**src/rtl/alarm_bank.sv**
```systemverilog
`default_nettype none
// ============================================================================
//  Module      : alarm_bank
//  Description : Multi-channel BCD alarm clock controller. Each channel raises
//                a ring on the rising edge of its time match. The ring can be
//                stopped, can time out, or can be snoozed and then re-ring.
//                Optional feature macro: ALARM_SNOOZE_EN (snooze support).
//  Revision    : 1.0 - initial release
// ============================================================================
module alarm_bank #(
    parameter int NUM_ALARMS = 4,
    parameter int LED_W      = 16,
    parameter int RING_SEC   = 60,
    parameter int SNOOZE_SEC = 300
) (
    input  logic                    clk,
    input  logic                    rst_n,
    input  logic                    tick_1hz,
    input  logic [15:0]             time_bcd,
    input  logic [16*NUM_ALARMS-1:0] alarm_bcd,
    input  logic [NUM_ALARMS-1:0]   alarm_en,
    input  logic                    stop_btn,
    input  logic                    snooze_btn,
    output logic [LED_W-1:0]        led,
    output logic                    ringing,
    output logic [3:0]              active_ch
);

    localparam logic [15:0]      c_ring_load = 16'(RING_SEC);
    localparam logic [LED_W-1:0] c_led_init  = {(LED_W/2){2'b10}};

    typedef enum logic [1:0] {
        ST_IDLE    = 2'b00,
        ST_RINGING = 2'b01,
        ST_SNOOZE  = 2'b10
    } state_t;

    state_t                  r_state;
    state_t                  w_state_nxt;
    logic [15:0]             r_ring_cnt;
    logic [15:0]             w_ring_cnt_nxt;
    logic [LED_W-1:0]        r_led;
    logic [LED_W-1:0]        w_led_nxt;
    logic                    r_ringing;
    logic [3:0]              r_active_ch;
    logic [3:0]              w_active_ch_nxt;
    logic [NUM_ALARMS-1:0]   r_match_prev;
    logic                    r_armed;
    logic                    r_stop_prev;

    logic [NUM_ALARMS-1:0]   w_match;
    logic [NUM_ALARMS-1:0]   w_rise;
    logic                    w_trig;
    logic [3:0]              w_trig_ch;
    logic                    w_stop_edge;
    logic [15:0]             w_en_ext;
    logic                    w_ch_enabled;

`ifdef ALARM_SNOOZE_EN
    localparam logic [15:0]  c_snz_load = 16'(SNOOZE_SEC);
    logic [15:0]             r_snz_cnt;
    logic [15:0]             w_snz_cnt_nxt;
    logic                    r_snz_prev;
    logic                    w_snz_edge;
    assign w_snz_edge = snooze_btn & ~r_snz_prev;
`else
    // Button is still present on the port list but has no function here.
    logic                    w_unused_snooze;
    assign w_unused_snooze = snooze_btn;
`endif

    // Per-channel full 16-bit time compare, gated by the channel enable.
    for (genvar g = 0; g < NUM_ALARMS; g++) begin : g_ch
        assign w_match[g] = alarm_en[g] & (time_bcd == alarm_bcd[16*g +: 16]);
    end

    // Rising-edge detection; suppressed on the first clock after reset so that
    // a channel already matching at release does not fire.
    assign w_rise       = w_match & ~r_match_prev & {NUM_ALARMS{r_armed}};
    assign w_stop_edge  = stop_btn & ~r_stop_prev;
    assign w_en_ext     = 16'(alarm_en);
    assign w_ch_enabled = w_en_ext[r_active_ch];

    // Lowest-index rising channel wins; scanning downward leaves the lowest.
    always_comb begin
        w_trig    = 1'b0;
        w_trig_ch = 4'd0;
        for (int i = NUM_ALARMS - 1; i >= 0; i--) begin
            if (w_rise[i]) begin
                w_trig    = 1'b1;
                w_trig_ch = 4'(i);
            end
        end
    end

    // Next-state, counter and output pattern computation.
    always_comb begin
        w_state_nxt     = r_state;
        w_ring_cnt_nxt  = r_ring_cnt;
        w_led_nxt       = r_led;
        w_active_ch_nxt = r_active_ch;
`ifdef ALARM_SNOOZE_EN
        w_snz_cnt_nxt   = r_snz_cnt;
`endif
        case (r_state)
            ST_IDLE: begin
                w_led_nxt = '0;
                // A tick in the same cycle as the trigger is not applied.
                if (w_trig) begin
                    w_state_nxt     = ST_RINGING;
                    w_active_ch_nxt = w_trig_ch;
                    w_ring_cnt_nxt  = c_ring_load;
                    w_led_nxt       = c_led_init;
                end
            end
            ST_RINGING: begin
                if (!w_ch_enabled || w_stop_edge) begin
                    w_state_nxt = ST_IDLE;
                    w_led_nxt   = '0;
                end
`ifdef ALARM_SNOOZE_EN
                else if (w_snz_edge) begin
                    w_state_nxt   = ST_SNOOZE;
                    w_snz_cnt_nxt = c_snz_load;
                    w_led_nxt     = '0;
                end
`endif
                else if (tick_1hz) begin
                    if (r_ring_cnt <= 16'd1) begin
                        w_state_nxt    = ST_IDLE;
                        w_ring_cnt_nxt = 16'd0;
                        w_led_nxt      = '0;
                    end else begin
                        w_ring_cnt_nxt = r_ring_cnt - 16'd1;
                        w_led_nxt      = ~r_led;
                    end
                end
            end
`ifdef ALARM_SNOOZE_EN
            ST_SNOOZE: begin
                w_led_nxt = '0;
                if (!w_ch_enabled || w_stop_edge) begin
                    w_state_nxt = ST_IDLE;
                end else if (tick_1hz) begin
                    if (r_snz_cnt <= 16'd1) begin
                        w_state_nxt    = ST_RINGING;
                        w_snz_cnt_nxt  = 16'd0;
                        w_ring_cnt_nxt = c_ring_load;
                        w_led_nxt      = c_led_init;
                    end else begin
                        w_snz_cnt_nxt = r_snz_cnt - 16'd1;
                    end
                end
            end
`endif
            default: begin
                w_state_nxt = ST_IDLE;
                w_led_nxt   = '0;
            end
        endcase
    end

    // State, counters, edge-detect history and registered outputs.
    always_ff @(posedge clk or negedge rst_n) begin
        if (!rst_n) begin
            r_state      <= ST_IDLE;
            r_ring_cnt   <= 16'd0;
            r_led        <= '0;
            r_ringing    <= 1'b0;
            r_active_ch  <= 4'd0;
            r_match_prev <= '0;
            r_armed      <= 1'b0;
            r_stop_prev  <= 1'b0;
`ifdef ALARM_SNOOZE_EN
            r_snz_cnt    <= 16'd0;
            r_snz_prev   <= 1'b0;
`endif
        end else begin
            r_state      <= w_state_nxt;
            r_ring_cnt   <= w_ring_cnt_nxt;
            r_led        <= w_led_nxt;
            r_ringing    <= (w_state_nxt == ST_RINGING);
            r_active_ch  <= w_active_ch_nxt;
            r_match_prev <= w_match;
            r_armed      <= 1'b1;
            r_stop_prev  <= stop_btn;
`ifdef ALARM_SNOOZE_EN
            r_snz_cnt    <= w_snz_cnt_nxt;
            r_snz_prev   <= snooze_btn;
`endif
        end
    end

    assign led       = r_led;
    assign ringing   = r_ringing;
    assign active_ch = r_active_ch;

endmodule
`default_nettype wire

```
**config.mk**
```make
export PLATFORM = sky130hd
export DESIGN_NAME = alarm_bank
export DESIGN_NICKNAME = d
export VERILOG_FILES = /design/src/rtl/alarm_bank.sv
export SDC_FILE = /design/constraint.sdc
export NUM_CORES = 1
export LEC_CHECK = 0
export CAP_MARGIN = 20
export CORE_MARGIN = 2
export CORE_UTILIZATION = 25
export CTS_CLUSTER_DIAMETER = 80
export DETAILED_ROUTE_END_ITERATION = 8
export PLACE_DENSITY = 0.53
export SKIP_CTS_REPAIR_TIMING = 1
export SLEW_MARGIN = 20
export SYNTH_ARGS = -nofsm -noshare
export SYNTH_HDL_FRONTEND = slang
export SYNTH_SLANG_ARGS = --single-unit
export TNS_END_PERCENT = 10
```
**constraint.sdc**
```tcl
create_clock -name clk -period 4.45 [get_ports clk]
set_input_delay 0.445 -clock clk [delete_from_list [all_inputs] [get_ports clk]]
set_output_delay 0.445 -clock clk [all_outputs]
set_load 0.02 [all_outputs]
```
Word-level counts from Yosys, hierarchy flattened
Cells that the tools add are included.
W data, S select, Z words.

storage, ports and cells
  bits in read-only memories = 0
  input bits = 89
  logic and storage cells = 62
  memories = 0
  flip-flop bits (word level) = 45
  output and inout bits = 21
  RAM bits = 0
  latch bits = 0

cells by class
  shift operators = 0
  eq/ne operators = 10
  reductions and logical operators = 6
  bitwise operators = 10
  div/mod/pow operators = 0
  $lt $le $gt $ge = 2
  $add $sub $neg = 1
  mux-type cells = 25
  $mul = 0

operators by type and width
  kind                     number
  $mux W16                 8
  $eq A16 B16 Y1           4
  $pmux W16 S2             2
  $le A16 B1 Y1 const B    1
  $not A16 Y16             1
  $sub A16 B1 Y16 const B  1
  $mux W4                  3
  $mux W2                  5
  $and A4 B4 Y4            2
  $ne A2 B2 Y1 const B     3
  $and A1 B1 Y1            5
  $lt A4 B5 Y1 const B     1
  $mux W1                  5
  $bmux W1 S4              1
  $eq A2 B1 Y1 const B     2
  $not A4 Y4               1
  $pmux W2 S2              1
  $reduce_and A4 Y1        1
  $ne A3 B3 Y1 const B     1
  $logic_not A2 Y1         1
  $reduce_and A2 Y1        1
  $reduce_bool A2 Y1       1
  $logic_not A1 Y1         1
  $logic_or A1 B1 Y1       1
  $not A1 Y1               1

Logic depth before layout (Yosys ltp)
  depth after elaboration = 11
  gate-level depth with buffers = 8

Least setup slack after synthesis
OpenSTA, ideal clock, no wires.

  path kind = in2reg
  start point = input port time_bcd[12]
  end point = register r_ring_cnt[8]
  setup slack = 2.331 ns
  path buffers = 2
  cell stages on the path = 8
  required time = 4.328 ns
  data arrival time = 1.998 ns
  cell sequence = buf_6 > xnor2_1 > nand4_1 > nor3_1 > nor4b_1 > o41ai_4 > buf_6 > a32o_1

between the ends
  cells in the longest elaborated chain, start to end = 10
  elaborated cells between the ends (all ways) = 16

ends and longest elaborated chain
  element                        RTL line  source
  from (decl)                    19        input logic [15:0] time_bcd,
  $eq A16 B16 Y1                 74        assign w_match[g] = alarm_en[g] & (time_bcd == alarm_bcd[16*g +: 16]);
  $and A1 B1 Y1                  74
  $and A4 B4 Y4 * (2 in series)  79        assign w_rise = w_match & ~r_match_prev & {NUM_ALARMS{r_armed}};
  $mux W1 (3 in series)          89        if (w_rise[i]) begin
  $mux W1 *                      89
  $ne A2 B2 Y1 (no line) *       --
  $reduce_and A4 Y1 (no line) *  --
  to (signal assigned)           180       r_ring_cnt <= w_ring_cnt_nxt;
  to (decl)                      40        logic [15:0] r_ring_cnt;

Every way passes the cells marked *; elsewhere a longest branch is shown, timed or not.
A chain may end at the register's enable or synchronous reset.

Final worst setup path
  start point = input port time_bcd[1]
  end point = register r_ring_cnt[14]

The elaborated chain is that of the path after synthesis.

==> impl_metrics.toml <==
[status]
status = "completed"

[floorplan]
die-area_um2 = 13200
placementRows = 40
num_io_pins = 110
start_util = 0.256
coreArea_um2 = 12000
die_h_um = 115
die_w_um = 115

[power_and_ir_drop]
p_leak_nw = 1.74
ir_drop_mv = 0.138
p_per_area_nw_per_um2 = 214

[synth]
synth_top_area_frac = 0.351
synth_area_um2 = 3060
synth.most_common_cell = "dfrtp_1"
yosys_warnings = 0
synthTopCellsByCount = "dfrtp_1 (43), nand2_1 (39), xnor2_1 (36), o21ai_0 (18), xor2_1 (16)"
synth-edff-count = 0
ys_ff_latch = 43
synth.distinct_cells = 59
syn_avg_cell_area_um2 = 9.12
ys_top_cells_by_area = "dfrtp_1 (35%), xnor2_1 (10%), nand2_1 (4.8%), xor2_1 (4.6%), o21ai_0 (2.9%)"
yosysTopAreaCell = "dfrtp_1"
syn-instance-count = 336
synth_ff_type = "dfrtp_1"
async_flop_share = 1.00
synth-seq-area-share = 0.351

[cells_and_area]
area_growth_pct = 43.5
final_area_um2 = 4390
layout-drive-gt1-share = 0.0612
finalNonFillerCells = 588
n_antenna_cell = 0
nNetsFinal = 531

[timing]
hold_ws_ns = 0.145
worst_slew_pin_slew_ns = 0.694
rsz0062_at_grt = "no"
report.final.setup_viol = 0
fmax_ghz = 0.358
fin_crit_ns = 2.80
tns_ns = 0
maxSlewHeadroom = 0.534
skew_ns = 0.00312
hold_viol = 0
drv_slew = 0
layout_worst_path_cycle_share = 0.628

[setup_path]
worstPathCellList = "clkdlybuf4s50_1 > xor2_1 > nor4_1 > nand3_1 > nor4_2 > o41ai_4 > buf_4 > a32o_1"
crit_type = "primary input to flop"
crit_slowest_cell = "clkdlybuf4s50_1"
slowest_delay_ns = 0.54
startpoint_type = "primary input"
required_ns = 4.63
crit_path_end_kind = "flop"
critPathArrivalTime_ns = 2.97
cp_max_fo = 26

[placement]
placed_cell_area_um2 = 4240
dp.cells = 579
port_buffers = 106
place_congestion = 0.871
dpl.hpwl_um = 7500

[min_path]
min_path_type = "primary input to async pin"

[detailed_routing]
wl_per_cell_um = 15.8
wl_met3_um = 200
drt_iter0_drc = 184
vias = 2887
drc = 0
routed_via_density = 4.91
drt_pass1_iterations = 4
routed_wl_um = 9300
wl_met2_um = 4720
highest_layer = "met4"
drt-met1-wl_um = 4270
antenna_left = 0

[flow_run]
maxCapViolCount = 0

[clock_tree]
root_buffer = "clkbuf_16"
cts_tree = "yes"
cts_sinks = 43
cts-buffers-inserted = 5
insertion_delay_ns = 0.29
cts.path.max_buffers = 2
htree_levels = 2
path_clk_slew_ns = 0.06

[global_routing]
grt_pass1_vias = 2782
antenna_found_initial = 0
grt_max_degree = 44
grt_pass1_wl_um = 14800
grt_usage = 0.145
grt_overflow_total = 0
worst max-delay path: cells and delay by family:
| family | cells | cell delay (ns) |
|---|---|---|
| AOI/OAI and AO/OA | 2 | 0.36 |
| xor gates and xnor gates | 1 | 0.20 |
| buffers and inverters | 2 | 0.80 |
| and+or+nand+nor | 3 | 1.15 |
layout make-up:
class                           instances  area, µm²
Clock buffer                            5        125
Clock inverter                          3       20.0
Fill cell                            1211       7570
Inverter                               11       41.3
Multi-Input combinational cell        270       1870
Sequential cell                        43       1080
Tap cell                              147        184
Timing Repair Buffer                  109       1080
logic make-up (layout without fill, tap and decap cells):
kind of cell / after synthesis / in the layout / share of synthesized area
other cells: 2 / 4 / 0.00245
simple gates: 139 / 139 / 0.255
flops: 43 / 43 / 0.351
mux: 3 / 3 / 0.0147
fa+ha+maj: 2 / 2 / 0.00817
buf+inv: 25 / 128 / 0.0417
compound gates: 70 / 70 / 0.178
xor+xnor: 52 / 52 / 0.149
path summary, 6_finish.rpt:
| path | cells past startpoint | endpoint | slack, ns | from |
|---|---|---|---|---|
| max in group asynchronous | 1 | r_state[0]$_DFF_PN0_ | 3.94 | rst_n |
| worst min-delay path | 1 | r_ring_cnt[14]$_DFFE_PN0P_ | 0.14 | rst_n |
| worst max-delay path | 8 | r_ring_cnt[14]$_DFFE_PN0P_ | 1.65 | time_bcd[1] |
| worst min register to register | 1 | led[12]$_DFFE_PN0P_ | 0.49 | led[12]$_DFFE_PN0P_ |
| min in group clk | 1 | led[12]$_DFFE_PN0P_ | 0.49 | led[12]$_DFFE_PN0P_ |
| worst max register to register | 6 | r_ring_cnt[10]$_DFFE_PN0P_ | 2.06 | r_ring_cnt[4]$_DFFE_PN0P_ |
report_power, final:
| part | total [mW] | switching, mW | internal (mW) |
|---|---|---|---|
| clock network | 0.361 | 0.154 | 0.207 |
| logic | 0.188 | 0.0800 | 0.108 |
| registers | 0.393 | 0.000954 | 0.392 |
per-layer routing:
metal  vias to the layer above  GRT usage
met2                        42      0.248
met5                         -          0
li1                       1428          -
met4                         0     0.0366
met3                        10     0.0191
met1                      1407      0.193
metrics by stage:
step	util	power (mW)	setup slack (ns)
4_1_cts	0.367	0.954	1.63
3_3_place_gp	0.354	0.587	1.35
5_1_grt	0.367	0.990	1.48
2_1_floorplan	-	0.475	2.33
3_5_place_dp	0.354	0.589	1.33
6_report	0.367	0.942	1.65
cells in the final DEF, fill, tap and decap left out, drive strengths merged, types with 4 or more instances in the layout:
| cell type | n |
|---|---|
| nor4 | 10 |
| buf | 4 |
| nand2 | 39 |
| nor2 | 15 |
| xnor2 | 36 |
| dfrtp | 43 |
| inv | 11 |
| clkdlybuf4s50 | 105 |
| nand2b | 14 |
| nor3 | 13 |
| nand4 | 11 |
| nor2b | 6 |
| a32o | 8 |
| a31o | 5 |
| xor2 | 16 |
| conb | 4 |
| clkbuf | 5 |
| o211ai | 10 |
| or3 | 4 |
| a21oi | 5 |
| or4 | 5 |
| a21o | 4 |
| nand3 | 11 |
| o21ai | 19 |
sequential cells by signal, indices dropped and copies added, names as in the netlist:
signal / cells
led: 16
r_ring_cnt: 16
r_match_prev: 4
active_ch: 2
r_state: 2
r_armed: 1
r_stop_prev: 1
ringing: 1
No activity file was read; power rests on OpenSTA's default activity.
